===== config.mk =====
export PLATFORM = sky130hd
export DESIGN_NAME = ccff_chain_loader
export DESIGN_NICKNAME = d
export VERILOG_FILES = /design/src/rtl/ccff_ctrl_pkg.sv /design/src/rtl/ccff_serdes.sv /design/src/rtl/ccff_chain_loader.sv
export SDC_FILE = /design/constraint.sdc
export NUM_CORES = 1
export LEC_CHECK = 0
export BUFFER_PORTS_ARGS = -buffer_cell sky130_fd_sc_hd__buf_2
export CORE_UTILIZATION = 40
export DETAILED_ROUTE_END_ITERATION = 8
export PLACE_DENSITY = 0.59
export SLEW_MARGIN = 20
export SYNTH_ARGS = -nofsm -noshare
export SYNTH_HDL_FRONTEND = slang
export SYNTH_SLANG_ARGS = --single-unit

===== constraint.sdc =====
create_clock -name prog_clk -period 5.6 [get_ports prog_clk]
set_input_delay 0.28 -clock prog_clk [delete_from_list [all_inputs] [get_ports prog_clk]]
set_output_delay 0.28 -clock prog_clk [all_outputs]
set_load 0.1 [all_outputs]

===== src/rtl/ccff_ctrl_pkg.sv =====
// Shared types and helpers for the configuration-chain loader.
package ccff_ctrl_pkg;

  typedef enum logic [1:0] {
    IDLE  = 2'd0,
    LOAD  = 2'd1,
    SHIFT = 2'd2,
    DRAIN = 2'd3
  } state_t;

  // Bits needed to hold values 0..max_val (never less than one bit).
  function automatic int cnt_w(input int max_val);
    return (max_val < 1) ? 1 : $clog2(max_val + 1);
  endfunction

endpackage


===== src/rtl/ccff_serdes.sv =====
// Serializer for the chain head and deserializer for the chain tail readback.
module ccff_serdes
  import ccff_ctrl_pkg::*;
#(
  parameter int WORD_W = 8
) (
  input  logic              clk,
  input  logic              rst_n,
  input  logic              clear_i,
  input  logic              load_i,
  input  logic [WORD_W-1:0] data_i,
  input  logic              shift_i,
  input  logic              tail_i,
  input  logic              flush_i,
  output logic              head_o,
  output logic [WORD_W-1:0] rd_data_o,
  output logic              rd_valid_o
);

  localparam int RB_W = cnt_w(WORD_W);

  logic [WORD_W-1:0] sreg_q, sreg_d;
  logic [WORD_W-1:0] rbreg_q, rbreg_d;
  logic [RB_W-1:0]   rb_cnt_q, rb_cnt_d;
  logic [WORD_W-1:0] rd_data_q, rd_data_d;
  logic              rd_valid_q, rd_valid_d;

  always_comb begin
    sreg_d     = sreg_q;
    rbreg_d    = rbreg_q;
    rb_cnt_d   = rb_cnt_q;
    rd_data_d  = rd_data_q;
    rd_valid_d = 1'b0;
    if (clear_i) begin
      sreg_d   = '0;
      rbreg_d  = '0;
      rb_cnt_d = '0;
    end else if (load_i) begin
      sreg_d = data_i;
    end else if (shift_i) begin
      sreg_d = sreg_q >> 1;
      for (int i = 0; i < WORD_W; i++) begin
        if (rb_cnt_q == RB_W'(i)) rbreg_d[i] = tail_i;
      end
      // A full word leaves on the same edge its last bit is captured.
      if (rb_cnt_q == RB_W'(WORD_W - 1)) begin
        rd_data_d  = rbreg_d;
        rd_valid_d = 1'b1;
        rbreg_d    = '0;
        rb_cnt_d   = '0;
      end else begin
        rb_cnt_d = rb_cnt_q + RB_W'(1);
      end
    end else if (flush_i && (rb_cnt_q != '0)) begin
      rd_data_d  = rbreg_q;
      rd_valid_d = 1'b1;
      rbreg_d    = '0;
      rb_cnt_d   = '0;
    end
  end

  always_ff @(posedge clk or negedge rst_n) begin
    if (!rst_n) begin
      sreg_q     <= '0;
      rbreg_q    <= '0;
      rb_cnt_q   <= '0;
      rd_data_q  <= '0;
      rd_valid_q <= 1'b0;
    end else begin
      sreg_q     <= sreg_d;
      rbreg_q    <= rbreg_d;
      rb_cnt_q   <= rb_cnt_d;
      rd_data_q  <= rd_data_d;
      rd_valid_q <= rd_valid_d;
    end
  end

  assign head_o     = sreg_q[0];
  assign rd_data_o  = rd_data_q;
  assign rd_valid_o = rd_valid_q;

endmodule


===== src/rtl/ccff_chain_loader.sv =====
// Programs one ccff chain segment from a word stream and returns the old
// chain contents as a readback stream.
module ccff_chain_loader
  import ccff_ctrl_pkg::*;
#(
  parameter int CHAIN_LEN = 6,
  parameter int WORD_W    = 8,
  parameter int TIMEOUT   = 255
) (
  input  logic              prog_clk,
  input  logic              prog_reset_n,
  input  logic              start,
  input  logic              abort,
  input  logic [WORD_W-1:0] cfg_data,
  input  logic              cfg_valid,
  output logic              cfg_ready,
  output logic              ccff_head,
  output logic              ccff_shift_en,
  input  logic              ccff_tail,
  output logic [WORD_W-1:0] rd_data,
  output logic              rd_valid,
  output logic              busy,
  output logic              done,
  output logic              error
);

  localparam int CNT_W  = cnt_w(CHAIN_LEN);
  localparam int SUB_W  = cnt_w(WORD_W);
  localparam int IDLE_W = cnt_w(TIMEOUT);

  state_t            state_q, state_d;
  logic [CNT_W-1:0]  bit_cnt_q, bit_cnt_d;
  logic [SUB_W-1:0]  sub_cnt_q, sub_cnt_d;
  logic [IDLE_W-1:0] idle_cnt_q, idle_cnt_d;
  logic              done_q, done_d;
  logic              error_q, error_d;
  logic              busy_q, busy_d;
  logic              ready_q, ready_d;
  logic              shift_en_q, shift_en_d;
  logic              sd_clear, sd_load, sd_shift, sd_flush;
  int                remain;

  always_comb begin
    state_d    = state_q;
    bit_cnt_d  = bit_cnt_q;
    sub_cnt_d  = sub_cnt_q;
    idle_cnt_d = idle_cnt_q;
    done_d     = done_q;
    error_d    = error_q;
    sd_clear   = 1'b0;
    sd_load    = 1'b0;
    sd_shift   = 1'b0;
    sd_flush   = 1'b0;
    remain     = CHAIN_LEN - int'(bit_cnt_q);
    if (abort) begin
      state_d    = IDLE;
      bit_cnt_d  = '0;
      sub_cnt_d  = '0;
      idle_cnt_d = '0;
      sd_clear   = 1'b1;
    end else begin
      case (state_q)
        IDLE: begin
          if (start) begin
            done_d     = 1'b0;
            error_d    = 1'b0;
            bit_cnt_d  = '0;
            idle_cnt_d = '0;
            sd_clear   = 1'b1;
            state_d    = LOAD;
          end
        end
        LOAD: begin
          if (cfg_valid) begin
            sd_load = 1'b1;
            // The last word is trimmed so no bit lands beyond the chain end.
            sub_cnt_d = (remain < WORD_W) ? SUB_W'(remain) : SUB_W'(WORD_W);
            state_d   = SHIFT;
          end else begin
            idle_cnt_d = idle_cnt_q + IDLE_W'(1);
            if (idle_cnt_d == IDLE_W'(TIMEOUT)) begin
              error_d = 1'b1;
              state_d = IDLE;
            end
          end
        end
        SHIFT: begin
          sd_shift  = 1'b1;
          bit_cnt_d = bit_cnt_q + CNT_W'(1);
          sub_cnt_d = sub_cnt_q - SUB_W'(1);
          if (sub_cnt_d == '0) begin
            if (bit_cnt_d == CNT_W'(CHAIN_LEN)) begin
              state_d = DRAIN;
            end else begin
              state_d    = LOAD;
              idle_cnt_d = '0;
            end
          end
        end
        DRAIN: begin
          sd_flush = 1'b1;
          done_d   = 1'b1;
          state_d  = IDLE;
        end
        default: state_d = IDLE;
      endcase
    end
    // Outputs are registered from the next state so they line up with it.
    busy_d     = (state_d == LOAD) || (state_d == SHIFT);
    ready_d    = (state_d == LOAD);
    shift_en_d = (state_d == SHIFT);
  end

  always_ff @(posedge prog_clk or negedge prog_reset_n) begin
    if (!prog_reset_n) begin
      state_q    <= IDLE;
      bit_cnt_q  <= '0;
      sub_cnt_q  <= '0;
      idle_cnt_q <= '0;
      done_q     <= 1'b0;
      error_q    <= 1'b0;
      busy_q     <= 1'b0;
      ready_q    <= 1'b0;
      shift_en_q <= 1'b0;
    end else begin
      state_q    <= state_d;
      bit_cnt_q  <= bit_cnt_d;
      sub_cnt_q  <= sub_cnt_d;
      idle_cnt_q <= idle_cnt_d;
      done_q     <= done_d;
      error_q    <= error_d;
      busy_q     <= busy_d;
      ready_q    <= ready_d;
      shift_en_q <= shift_en_d;
    end
  end

  ccff_serdes #(
    .WORD_W(WORD_W)
  ) u_serdes (
    .clk       (prog_clk),
    .rst_n     (prog_reset_n),
    .clear_i   (sd_clear),
    .load_i    (sd_load),
    .data_i    (cfg_data),
    .shift_i   (sd_shift),
    .tail_i    (ccff_tail),
    .flush_i   (sd_flush),
    .head_o    (ccff_head),
    .rd_data_o (rd_data),
    .rd_valid_o(rd_valid)
  );

  assign cfg_ready     = ready_q;
  assign ccff_shift_en = shift_en_q;
  assign busy          = busy_q;
  assign done          = done_q;
  assign error         = error_q;

endmodule


* Yosys cells after proc, flatten, opt, wreduce, memory -nomap -nowiden
Index checks and enable logic that the tools add are counted.
Cells by class: equal/unequal tests 24, order comparisons 1, $add $sub $neg 5, bitwise logic cells 3, reductions and logical operators 21, mux-type cells 64
Operators by type and width (count):
- $mux W8 | 16
- $mux W4 | 8
- $mux W1 | 26
- $pmux W8 S3 | 1
- $eq A4 B3 Y1 const B | 4
- $ne A3 B3 Y1 const B | 5
- $mux W2 | 6
- $reduce_bool A3 Y1 | 4
- $reduce_and A5 Y1 | 2
- $add A8 B1 Y8 const B | 1
- $eq A4 B2 Y1 const B | 2
- $eq A8 B8 Y1 const B | 1
- $logic_not A4 Y1 | 2
- $ne A2 B2 Y1 const B | 4
- $pmux W2 S4 | 1
- $pmux W4 S2 | 1
- $reduce_bool A4 Y1 | 2
- $eq A2 B2 Y1 const B | 3
- $mux W3 | 2
- $pmux W3 S2 | 1
- $reduce_and A2 Y1 | 3
- $reduce_bool A2 Y1 | 3
- $lt A4 B5 Y1 const B | 1
- $add A4 B1 Y4 const B | 1
- other kinds (14) | 18
Storage, ports and cells: input port bits 14, word-level logic and storage cells 132, output and inout bits 15, flip-flop bits (word level) 51

* Depth between registers and ports, before layout
Gate-level depths: netlist of run 1.
depth after elaboration 8, gate-level depth with buffers 9, gate-level depth less buffers 9

* By module
Synthesis of run 1 repeated with hierarchy kept, for this count alone.
Second synthesis, totals: cells, all modules 330, area, all modules 3231.8 µm²
By module, submodules not included:
- ccff_serdes | times used 1, cells an instance 154, area each 1690.4 µm², seq. area each 725.7 µm²
- ccff_chain_loader | times used 1, cells an instance 176, area each 1541.5 µm², seq. area each 550.5 µm²

* Least setup slack after synthesis of run 1
Ideal clock, no wire load.
path kind reg2reg, from register sub_cnt_q[0], to register busy_q (netlist: busy), arrival time 2.089 ns, slack 3.398 ns, period minus slack after synthesis 2.202 ns, buffers on the path 0, required time 5.487 ns, cell stages (with the launch flop) 10, library setup time 0.113 ns, cells stage by stage dfrtp_1 inv_1 ha_1 nor3b_1 a31oi_1 and3_1 a31o_2 o41a_1 ha_1 inv_1
On the way: cells in the longest elaborated chain, start to end 7, elaborated cells on any way between the ends 8, those cells by class add/sub: 1; eq/ne: 2; mux: 3; reduce/logical: 2
Ends and longest elaborated chain:
- start, declared | line ccff_chain_loader.sv:33 | logic [SUB_W-1:0] sub_cnt_q, sub_cnt_d;
- start signal, assigned | line ccff_chain_loader.sv:128 | sub_cnt_q <= sub_cnt_d;
- $sub A4 B1 Y4 * | line ccff_chain_loader.sv:90 | sub_cnt_d = sub_cnt_q - SUB_W'(1);
- $logic_not A4 Y1 * | line ccff_chain_loader.sv:91 | if (sub_cnt_d == '0) begin
- $mux W2 * | line ccff_chain_loader.sv:91
- $pmux W2 S4 * | line ccff_chain_loader.sv:62 | case (state_q)
- $mux W2 * | line ccff_chain_loader.sv:55 | if (abort) begin
- via state_d[1] | line ccff_chain_loader.sv:31 | state_t state_q, state_d;
- $eq A2 B1 Y1 / $eq A2 B2 Y1 (equally long branches) | line ccff_chain_loader.sv:109 | busy_d = (state_d == LOAD) || (state_d == SHIFT);
- $logic_or A1 B1 Y1 * | line ccff_chain_loader.sv:109
- via busy_d | line ccff_chain_loader.sv:37 | logic busy_q, busy_d;
- end signal, assigned | line ccff_chain_loader.sv:132 | busy_q <= busy_d;
- end, declared | line ccff_chain_loader.sv:37
Mark *: on every way through the listed nets, which the timed path passes. The rest lies on a longest branch. A chain may end at the register's enable or synchronous reset.

* Worst setup path in the final report of run 1
from register state_q[1], to register u_serdes.rbreg_q[1]
On the way: cells in the longest elaborated chain, start to end 6, elaborated cells on any way between the ends 19, those cells by class eq/ne: 4; mux: 11; reduce/logical: 4
Ends and longest elaborated chain:
- start, declared | line ccff_chain_loader.sv:31
- start signal, assigned | line ccff_chain_loader.sv:126 | state_q <= state_d;
- $eq A2 B2 Y1 | line ccff_chain_loader.sv:62
- $mux W1 | line ccff_chain_loader.sv:62
- $mux W1 | line ccff_chain_loader.sv:55
- $mux W8 / $logic_and A1 B1 Y1 (equally long branches) | line ccff_serdes.sv:40, ccff_serdes.sv:54
- $mux W8 / $reduce_bool A3 Y1 (equally long branches)
- $mux W8 / $reduce_and A2 Y1 (equally long branches)
- end signal, assigned | line ccff_serdes.sv:71 | rbreg_q <= rbreg_d;
- end, declared | line ccff_serdes.sv:23 | logic [WORD_W-1:0] rbreg_q, rbreg_d;
Parallel ways exist; a longest one is shown, timed or not. The select of a mux whose other input is x is not followed.

==> results of run 1 <==
-- worst min-delay path by stage --
stage,from,to,slack (ps),cells past startpoint
finish,prog_reset_n,idle_cnt_q[3]$_DFFE_PN0P_,80,2
global route,prog_reset_n,u_serdes.sreg_q[2]$_DFFE_PN0P_,120,2
CTS,prog_reset_n,busy$_DFF_PN0_,100,2
detailed placement,prog_reset_n,idle_cnt_q[3]$_DFFE_PN0P_,440,2
global placement,prog_reset_n,idle_cnt_q[3]$_DFFE_PN0P_,430,2
floorplan,prog_reset_n,bit_cnt_q[0]$_DFFE_PN0P_,-20,0
-- flip-flops by register name, summed over array words and instances (netlist names) --
register	count
state_q	2
u_serdes.rd_valid_o	1
busy	1
cfg_ready	1
u_serdes.sreg_q	8
ccff_shift_en	1
error	1
idle_cnt_q	8
u_serdes.rb_cnt_q	4
bit_cnt_q	3
u_serdes.rd_data_o	8
sub_cnt_q	4
u_serdes.rbreg_q	8
done	1
-- stage by stage --
step / instance area (µm²) / hold slack (ps) / setup WS (ps) / utilization
floorplan: 2990 / -15.6 / 3400 / -
global placement: 3180 / 435 / 2640 / 0.439
detailed placement: 3180 / 438 / 2590 / 0.439
CTS: 3290 / 97.4 / 2550 / 0.454
global route: 3290 / 123 / 2240 / 0.454
finish: 3290 / 80.4 / 2510 / 0.454
-- metal layers --
metal  up-vias  part of all wire  wire length [µm]
li1       1214                 -                 -
met1      1137              0.54              3320
met2        36              0.43              2650
met3         6             0.027               170
met4         0             0.011                71
met5         -                 0                 0
-- Yosys cell counts (all sizes together) (6+ instances only) --
library cell / number / area (µm²)
dfrtp: 51 / 1280
nand2: 42 / 158
o21ai: 31 / 155
nor2: 27 / 101
a21oi: 19 / 106
ha: 16 / 200
inv: 16 / 60.1
nand3: 12 / 60.1
mux2i: 11 / 110
buf: 10 / 52.6
a311oi: 9 / 78.8
nor3: 7 / 35.0
clkbuf: 6 / 22.5
nor2b: 6 / 37.5
-- final cells by class --
type	instances	area share
flip-flops and latches	51	0.388
multi-input cells	244	0.479
well taps	99	0.0376
clock inverters	2	0.0114
repair buffers	29	0.0449
inverters	16	0.0183
clock buffers	5	0.0209
-- power groups by stage --
stage | Clock [mW] | Combinational [mW] | Sequential, mW
6_report | 0.252 | 0.297 | 0.413
5_1_grt | 0.277 | 0.332 | 0.417
4_1_cts | 0.261 | 0.297 | 0.412
3_5_place_dp | 0 | 0.295 | 0.419
3_3_place_gp | 0 | 0.295 | 0.418
2_1_floorplan | 0 | 0.187 | 0.462
-- kinds of logic (layout without fill, tap and decap cells) --
family / Yosys count / in the layout / share of synthesized area
adders and majority gates: 16 / 16 / 0.0670
buffers and inverters: 32 / 52 / 0.0452
xor gates and xnor gates: 4 / 4 / 0.0117
DFF: 51 / 51 / 0.427
and+or+nand+nor: 117 / 117 / 0.191
AOI/OAI and AO/OA: 94 / 94 / 0.214
muxes: 13 / 13 / 0.0444
==> metrics.txt, run 1 <==
# hold bufs at CTS=0; clock skew=7.64 ps; ANT cells=0; Avg WL per Cell=13.9 µm; CP Max Fanout=20; cell count after placement=439; Critical Path Sink=u_serdes.rbreg_q[1]$_DFFE_PN0P_; CTS Sinks=51; CORE AREA=7250 µm²; vias in the first global route=2210; cells after synthesis=327; global routing usage on met3=0.0308; largest net degree at the start of global routing=52; crit path launch=state_q[1]$_DFF_PN0_; grt peak-use layer=met2; Period Utilization, post-route=0.552; final net count=377; Int Power=608 µW; clock-pin slew on the worst setup and hold paths=90 ps; Port Buf Inserts=28; Sum Neg Setup Slack=0 ps; slowest CP cell=a21oi_1; PD cells=292 nW/µm²; Netlist cell types=57; CTS resizes=0; post-synthesis sequential element count=51; post-route minimum period=3090 ps; Filler cells=736; Ys Warns=0; area delta synth->final=10.1%; Max VDD drop=0.000235 V; Leak=1.46 nW; number of synthesized flops with an enable pin=0; net switching power figure=353 µW; commonest non-fill, non-tap cell in the layout=dfrtp_1; row count=31; Vias/cell=5.37; highest-count cells in the layout ignoring fill and taps=dfrtp_1 (51), nand2_1 (42), buf_2 (28); Worst Reg-to-Reg Cells=7; Total Power=961 µW; Syn Area/Cell=9.14 µm²; DR iter-0 viols=106; DPL Wire Length=4310 µm; Post-DRT Antenna Nets=0; Clk pwr share=0.262; Most used DFF post-synth=dfrtp_1; worst-case clock buffer depth=2; Crit path largest cell delay=840 ps; layout cells sized above 1=0.133; postcts setup bufs=0; cells along the critical path=inv_1 > ha_1 > nor2b_1 > nand2_1 > a21oi_1 > or3b_4 > o221ai_1; drt pass-1 iters=4; RSZ-0062 raised after global routing=no; combinational power share=0.309; worst reg2reg endpoint=u_serdes.rbreg_q[1]$_DFFE_PN0P_; HP Class=in -> async; Reg power frac=0.429; r2r startpoint=state_q[1]$_DFF_PN0_; MaxCap Viol Count=0; drt total wl=6210 µm; Worst Tran Pin Value=924 ps; ys async rst share=1.00; Initial Util=0.412; total number of vias=2393; final setup vio count=0; initial antenna violation count=0; drc violations=0; CP startpoint kind=flop; boundary pin count=29; clk_lat worst skew=310 ps; status=complete, no violations; overall routing resource usage=0.171; Critical path buffers and inverters=1; gpl congestion=0.823; Critical Path RT=5780 ps; Slew Limit Headroom=0.382; die area=7820 µm²; Die Height=88.4 µm; Die Width=88.4 µm; area of the multi-input gates=1580 µm²; Crit path max-delay family=simple AND/OR/NAND/NOR gates; Sw Share=0.367; global-route wire length before repair=10400 µm; total CTS buffers=5; CP arrival=3270 ps; critical path capture point type=flop; met2 usage=0.264; Critical Path Stages=7; final hold viol count=0; GR Layer Usage met1=0.246; Post-Syn Nets=357; post-synthesis sequential area ratio=0.427; R2R setup slack=2510 ps; Setup CP Type=reg -> reg; H-Tree Depth=2; Register Area=1280 µm²; remaining global-route overflow=0; Final Instance Count excl. Fillers=446; fmax=324 MHz; Post-Syn Area=2990 µm²; Max Slew Vio Count=0; CTS tree=yes; Root Buffer=clkbuf_8
Note: power is estimated with default switching activity, not from simulation.
==> run 2, diff against run 1 <==
Settings changed: PLACE_DENSITY 0.59 to 0.61.
Clock period 5.6 ns to 2.8 ns, I/O delays scaled along.
==> run 2 against run 1 <==
  * Global-route usage up 1.8 points
  * Critical endpoint is now busy$_DFF_PN0_
  * Die area unchanged
  * Clock skew down 1.1 ps
  * First-iteration DRC count up 80%
  * Total power up 110%
  * Largest cell class unchanged
  * Hold slack worse by 3.2 ps
  * Utilization up 1.1 points
  * Sequential power up 100%
==> metrics.txt, run 2 (synthesis gave the netlist of run 1 again) <==
global routing usage on met3=0.0382 (+0.00746); clk_lat worst skew=310 ps (about the same); remaining global-route overflow=0 (unchanged); worst reg2reg endpoint=busy$_DFF_PN0_; r2r startpoint=sub_cnt_q[0]$_DFFE_PN0P_; critical path capture point type=flop; overall routing resource usage=0.189 (+0.0179); Crit path largest cell delay=450 ps (-390 ps); Avg WL per Cell=14.5 µm (+4.0%); MaxCap Viol Count=0 (unchanged); drc violations=0 (unchanged); Filler cells=694 (-5.7%); total CTS buffers=5 (unchanged); Period Utilization, post-route=0.880 (+0.329); Vias/cell=5.35 (-0.35%); commonest non-fill, non-tap cell in the layout=dfrtp_1; gpl congestion=0.838 (+1.8%); DPL Wire Length=4670 µm (+8.3%); DR iter-0 viols=191 (+80%); Initial Util=0.412 (unchanged); CTS tree=yes; vias in the first global route=2278 (+3.1%); final instance area=3370 µm² (+2.4%); Worst Tran Pin Value=666 ps (-258 ps); Critical Path Sink=busy$_DFF_PN0_; area delta synth->final=12.8%; CP startpoint kind=flop; die area=7820 µm² (unchanged); worst-case clock buffer depth=2 (unchanged); cells along the critical path=inv_1 > ha_1 > nor3b_1 > a31oi_1 > and3_1 > a31o_2 > o41a_1 > ha_1 > inv_1; hold slack=77.2 ps (-3.22 ps); grt peak-use layer=met1; final net count=386 (+2.4%); DP Area=3240 µm² (+1.9%); final hold viol count=0 (unchanged); clock skew=6.55 ps (-1.09 ps); Slew Limit Headroom=0.555 (+0.172); CORE AREA=7250 µm² (unchanged); R2R setup slack=330 ps (-2180 ps); PD cells=592 nW/µm² (+100%); H-Tree Depth=2 (unchanged); # hold bufs at CTS=1 (+1); CP Max Fanout=7 (-65%); Sum Neg Setup Slack=0 ps (unchanged); ANT cells=0 (unchanged); fin util=0.465 (+0.0109); Critical Path RT=3020 ps (-2760 ps); Max VDD drop=0.000500 V (+110%); highest-count cells in the layout ignoring fill and taps=dfrtp_1 (51), nand2_1 (42), buf_2 (28); total number of vias=2438 (+1.9%); CTS resizes=0 (unchanged); clock-pin slew on the worst setup and hold paths=100 ps (about the same); boundary pin count=29 (unchanged); Max Slew Vio Count=0 (unchanged); Post-DRT Antenna Nets=0 (unchanged); postcts setup bufs=0 (unchanged); GR Layer Usage met1=0.286 (+0.0403); final setup vio count=0 (unchanged); status=complete, no violations; fmax=406 MHz (+25%); slowest CP cell=dfrtp_1; largest net degree at the start of global routing=32 (-38%); met2 usage=0.270 (+0.00629); Root Buffer=clkbuf_8; Worst Reg-to-Reg Cells=9 (+2); Total Power=1.99 mW (+110%); Port Buf Inserts=28 (unchanged); Leak=1.51 nW (+3.1%); post-route minimum period=2470 ps (-624 ps); drt pass-1 iters=4 (unchanged); initial antenna violation count=0 (unchanged); CP arrival=2680 ps (-590 ps); row count=31 (unchanged); Setup CP Type=reg -> reg; global-route wire length before repair=11400 µm (+9.7%); layout cells sized above 1=0.154 (+0.0215); Die Height=88.4 µm (unchanged); HP Class=in -> reg; CTS Sinks=51 (unchanged); drt total wl=6600 µm (+6.3%); Die Width=88.4 µm (unchanged); RSZ-0062 raised after global routing=no; crit path launch=sub_cnt_q[0]$_DFFE_PN0P_
## run 2: cell count changes in the layout (fill, tap and decap cells not counted)
cell and change:
dlygate4sd3_1 +1, inv_6 +1, buf_4 +8
## run 2: per-layer routing
layer	vias up	share of wire
li1	1237	-
met1	1138	0.52
met2	56	0.42
met3	7	0.045
met4	0	0.014
met5	-	0
## run 2: worst max-delay path, delay by kind of cell (launching register included)
family	cells	cell delay [ps]
AOI/OAI and AO/OA	3	760
adders and majority gates	2	530
buffers and inverters	2	140
DFF	1	450
and+or+nand+nor	2	500
## run 2: worst min-delay path by stage
stage                      start                                end  slack (ps)  cells past startpoint
detailed placement  prog_reset_n  u_serdes.rd_data_o[4]$_DFFE_PN0P_         120                      1
floorplan           prog_reset_n           bit_cnt_q[0]$_DFFE_PN0P_        -160                      0
CTS                  cfg_data[7]     u_serdes.sreg_q[7]$_DFFE_PN0P_          70                      3
finish               cfg_data[7]     u_serdes.sreg_q[7]$_DFFE_PN0P_          80                      3
global route         cfg_data[7]     u_serdes.sreg_q[7]$_DFFE_PN0P_          70                      3
global placement    prog_reset_n  u_serdes.rd_data_o[4]$_DFFE_PN0P_         130                      1
## run 2: final cells by class
type | count | area (µm²) | area share
well taps | 99 | 124 | 0.0368
inverters | 16 | 60.1 | 0.0178
flip-flops and latches | 51 | 1280 | 0.379
repair buffers | 38 | 218 | 0.0646
clock inverters | 3 | 46.3 | 0.0137
clock buffers | 5 | 68.8 | 0.0204
multi-input cells | 244 | 1580 | 0.468
## run 2: power breakdown
| group | internal (mW) | switching, mW | total [mW] |
|---|---|---|---|
| clock | 0.270 | 0.272 | 0.541 |
| combinational | 0.198 | 0.428 | 0.626 |
| sequential | 0.779 | 0.0474 | 0.826 |
| total | 1.25 | 0.747 | 1.99 |
## run 2: through the flow
step,setup slack (ps),std cells
finish,335,456
global route,200,456
CTS,348,456
detailed placement,371,447
global placement,457,447
floorplan,598,327
==> run 3, diff against run 2 <==
Settings changed: REMOVE_ABC_BUFFERS set to 1.
==> run 3 against run 2 <==
  * First-iteration DRC count fell by 11%
  * Cell count increased by 0.22%
  * Fmax rose by 0.81%
==> metrics.txt, run 3 (synthesis gave the netlist of run 1 again) <==
Hold Startpoint=cfg_data[7]; Critical Path RT=3010 ps (about the same); drc violations=0 (unchanged); CTS tree=yes; CTS Sinks=51 (unchanged); Initial Util=0.412 (unchanged); row count=31 (unchanged); Avg WL per Cell=14.2 µm (-1.8%); Sum Neg Setup Slack=0 ps (unchanged); drt total wl=6500 µm (-1.6%); critical path capture point type=flop; Max VDD drop=0.000469 V (-6.1%); CP Max Fanout=7 (unchanged); Vias/cell=5.29 (-1.1%); Max Slew Vio Count=0 (unchanged); final hold viol count=0 (unchanged); fin util=0.463 (-0.00172); final setup vio count=0 (unchanged); commonest non-fill, non-tap cell in the layout=dfrtp_1; Setup CP Type=reg -> reg; Worst Tran Pin Value=719 ps (+53.1 ps); Final Instance Count excl. Fillers=457 (+0.22%); MaxCap Viol Count=0 (unchanged); initial antenna violation count=0 (unchanged); Die Height=88.4 µm (unchanged); cell count after placement=448 (+0.22%); postcts setup bufs=0 (unchanged); Total Power=1.90 mW (-4.9%); H-Tree Depth=2 (unchanged); die area=7820 µm² (unchanged); CP startpoint kind=flop; CTS resizes=0 (unchanged); total CTS buffers=5 (unchanged); Root Buffer=clkbuf_8; global-route wire length before repair=11100 µm (-2.5%); worst-case clock buffer depth=2 (unchanged); DP Area=3250 µm² (+0.23%); CORE AREA=7250 µm² (unchanged); Period Utilization, post-route=0.873 (-0.00711); Post-DRT Antenna Nets=0 (unchanged); Port Buf Inserts=28 (unchanged); status=complete, no violations; r2r startpoint=sub_cnt_q[0]$_DFFE_PN0P_; highest-count cells in the layout ignoring fill and taps=dfrtp_1 (51), nand2_1 (42), buf_2 (28); remaining global-route overflow=0 (unchanged); PD cells=565 nW/µm² (-4.6%); final net count=387 (+0.26%); total number of vias=2416 (-0.90%); drt pass-1 iters=4 (unchanged); post-route minimum period=2450 ps (-19.9 ps); clk_lat worst skew=310 ps (about the same); gpl congestion=0.824 (-1.7%); vias in the first global route=2244 (-1.5%); WHS Endpoint=u_serdes.sreg_q[7]$_DFFE_PN0P_; CP arrival=2650 ps (-30 ps); RSZ-0062 raised after global routing=no; area delta synth->final=12.4%; boundary pin count=29 (unchanged); final instance area=3360 µm² (-0.37%); worst reg2reg endpoint=busy$_DFF_PN0_; R2R setup slack=350 ps (+20 ps); clock-pin slew on the worst setup and hold paths=100 ps (about the same); layout cells sized above 1=0.154 (-0.000430); # hold bufs at CTS=1 (unchanged); Die Width=88.4 µm (unchanged); clock skew=11.1 ps (+4.59 ps); ANT cells=0 (unchanged); overall routing resource usage=0.183 (-0.00621); largest net degree at the start of global routing=34 (+6.3%); Worst Reg-to-Reg Cells=9 (unchanged); DR iter-0 viols=170 (-11%); Slew Limit Headroom=0.521 (-0.0341); HP Class=in -> reg; DPL Wire Length=4610 µm (-1.2%); fmax=409 MHz (+0.81%); hold path cells=3 (unchanged); Leak=1.51 nW (-0.13%)
run 3: layout make-up:
| cell class | count | area [µm²] |
|---|---|---|
| clock buffer | 7 | 86.3 |
| clock inverter | 1 | 8.76 |
| fill | 726 | 3900 |
| inverter | 16 | 60.1 |
| multi-input combinational | 244 | 1580 |
| sequential | 51 | 1280 |
| tap | 99 | 124 |
| timing repair buffer | 39 | 225 |
run 3: worst max path at each step:
stage | start | end | cells after the start
6_report | sub_cnt_q[0]$_DFFE_PN0P_ | busy$_DFF_PN0_ | 9
5_1_grt | sub_cnt_q[0]$_DFFE_PN0P_ | busy$_DFF_PN0_ | 9
4_1_cts | sub_cnt_q[0]$_DFFE_PN0P_ | busy$_DFF_PN0_ | 9
3_5_place_dp | sub_cnt_q[0]$_DFFE_PN0P_ | busy$_DFF_PN0_ | 9
3_3_place_gp | sub_cnt_q[0]$_DFFE_PN0P_ | busy$_DFF_PN0_ | 9
2_1_floorplan | state_q[0]$_DFF_PN0_ | u_serdes.rbreg_q[1]$_DFFE_PN0P_ | 6
run 3: per-layer routing:
layer,global-route usage,part of all wire,up-vias
li1,-,-,1236
met1,0.273,0.53,1132
met3,0.0354,0.028,7
met2,0.266,0.43,41
met5,0,0,-
met4,0.0557,0.011,0
run 3: metrics by stage:
stage / hold WS [ps] / setup slack (ps)
global placement: 248 / 460
global route: 92.5 / 228
CTS: 87.2 / 345
finish: 90.4 / 355
detailed placement: 252 / 357
floorplan: -156 / 420
run 3: critical path: stages (launching register included):
cell and delay [ps]:
dfrtp_1 450, inv_1 100, ha_1 240, nor3b_1 280
a31oi_1 180, and3_1 220, a31o_2 220, o41a_1 330
ha_1 290, inv_1 40
run 3: where the power goes:
part	internal [mW]	leakage, nW	switching (mW)	total, mW
registers	0.779	0.708	0.0449	0.824
clock network	0.203	0.0484	0.254	0.457
logic	0.187	0.751	0.427	0.614
total	1.17	1.51	0.726	1.90
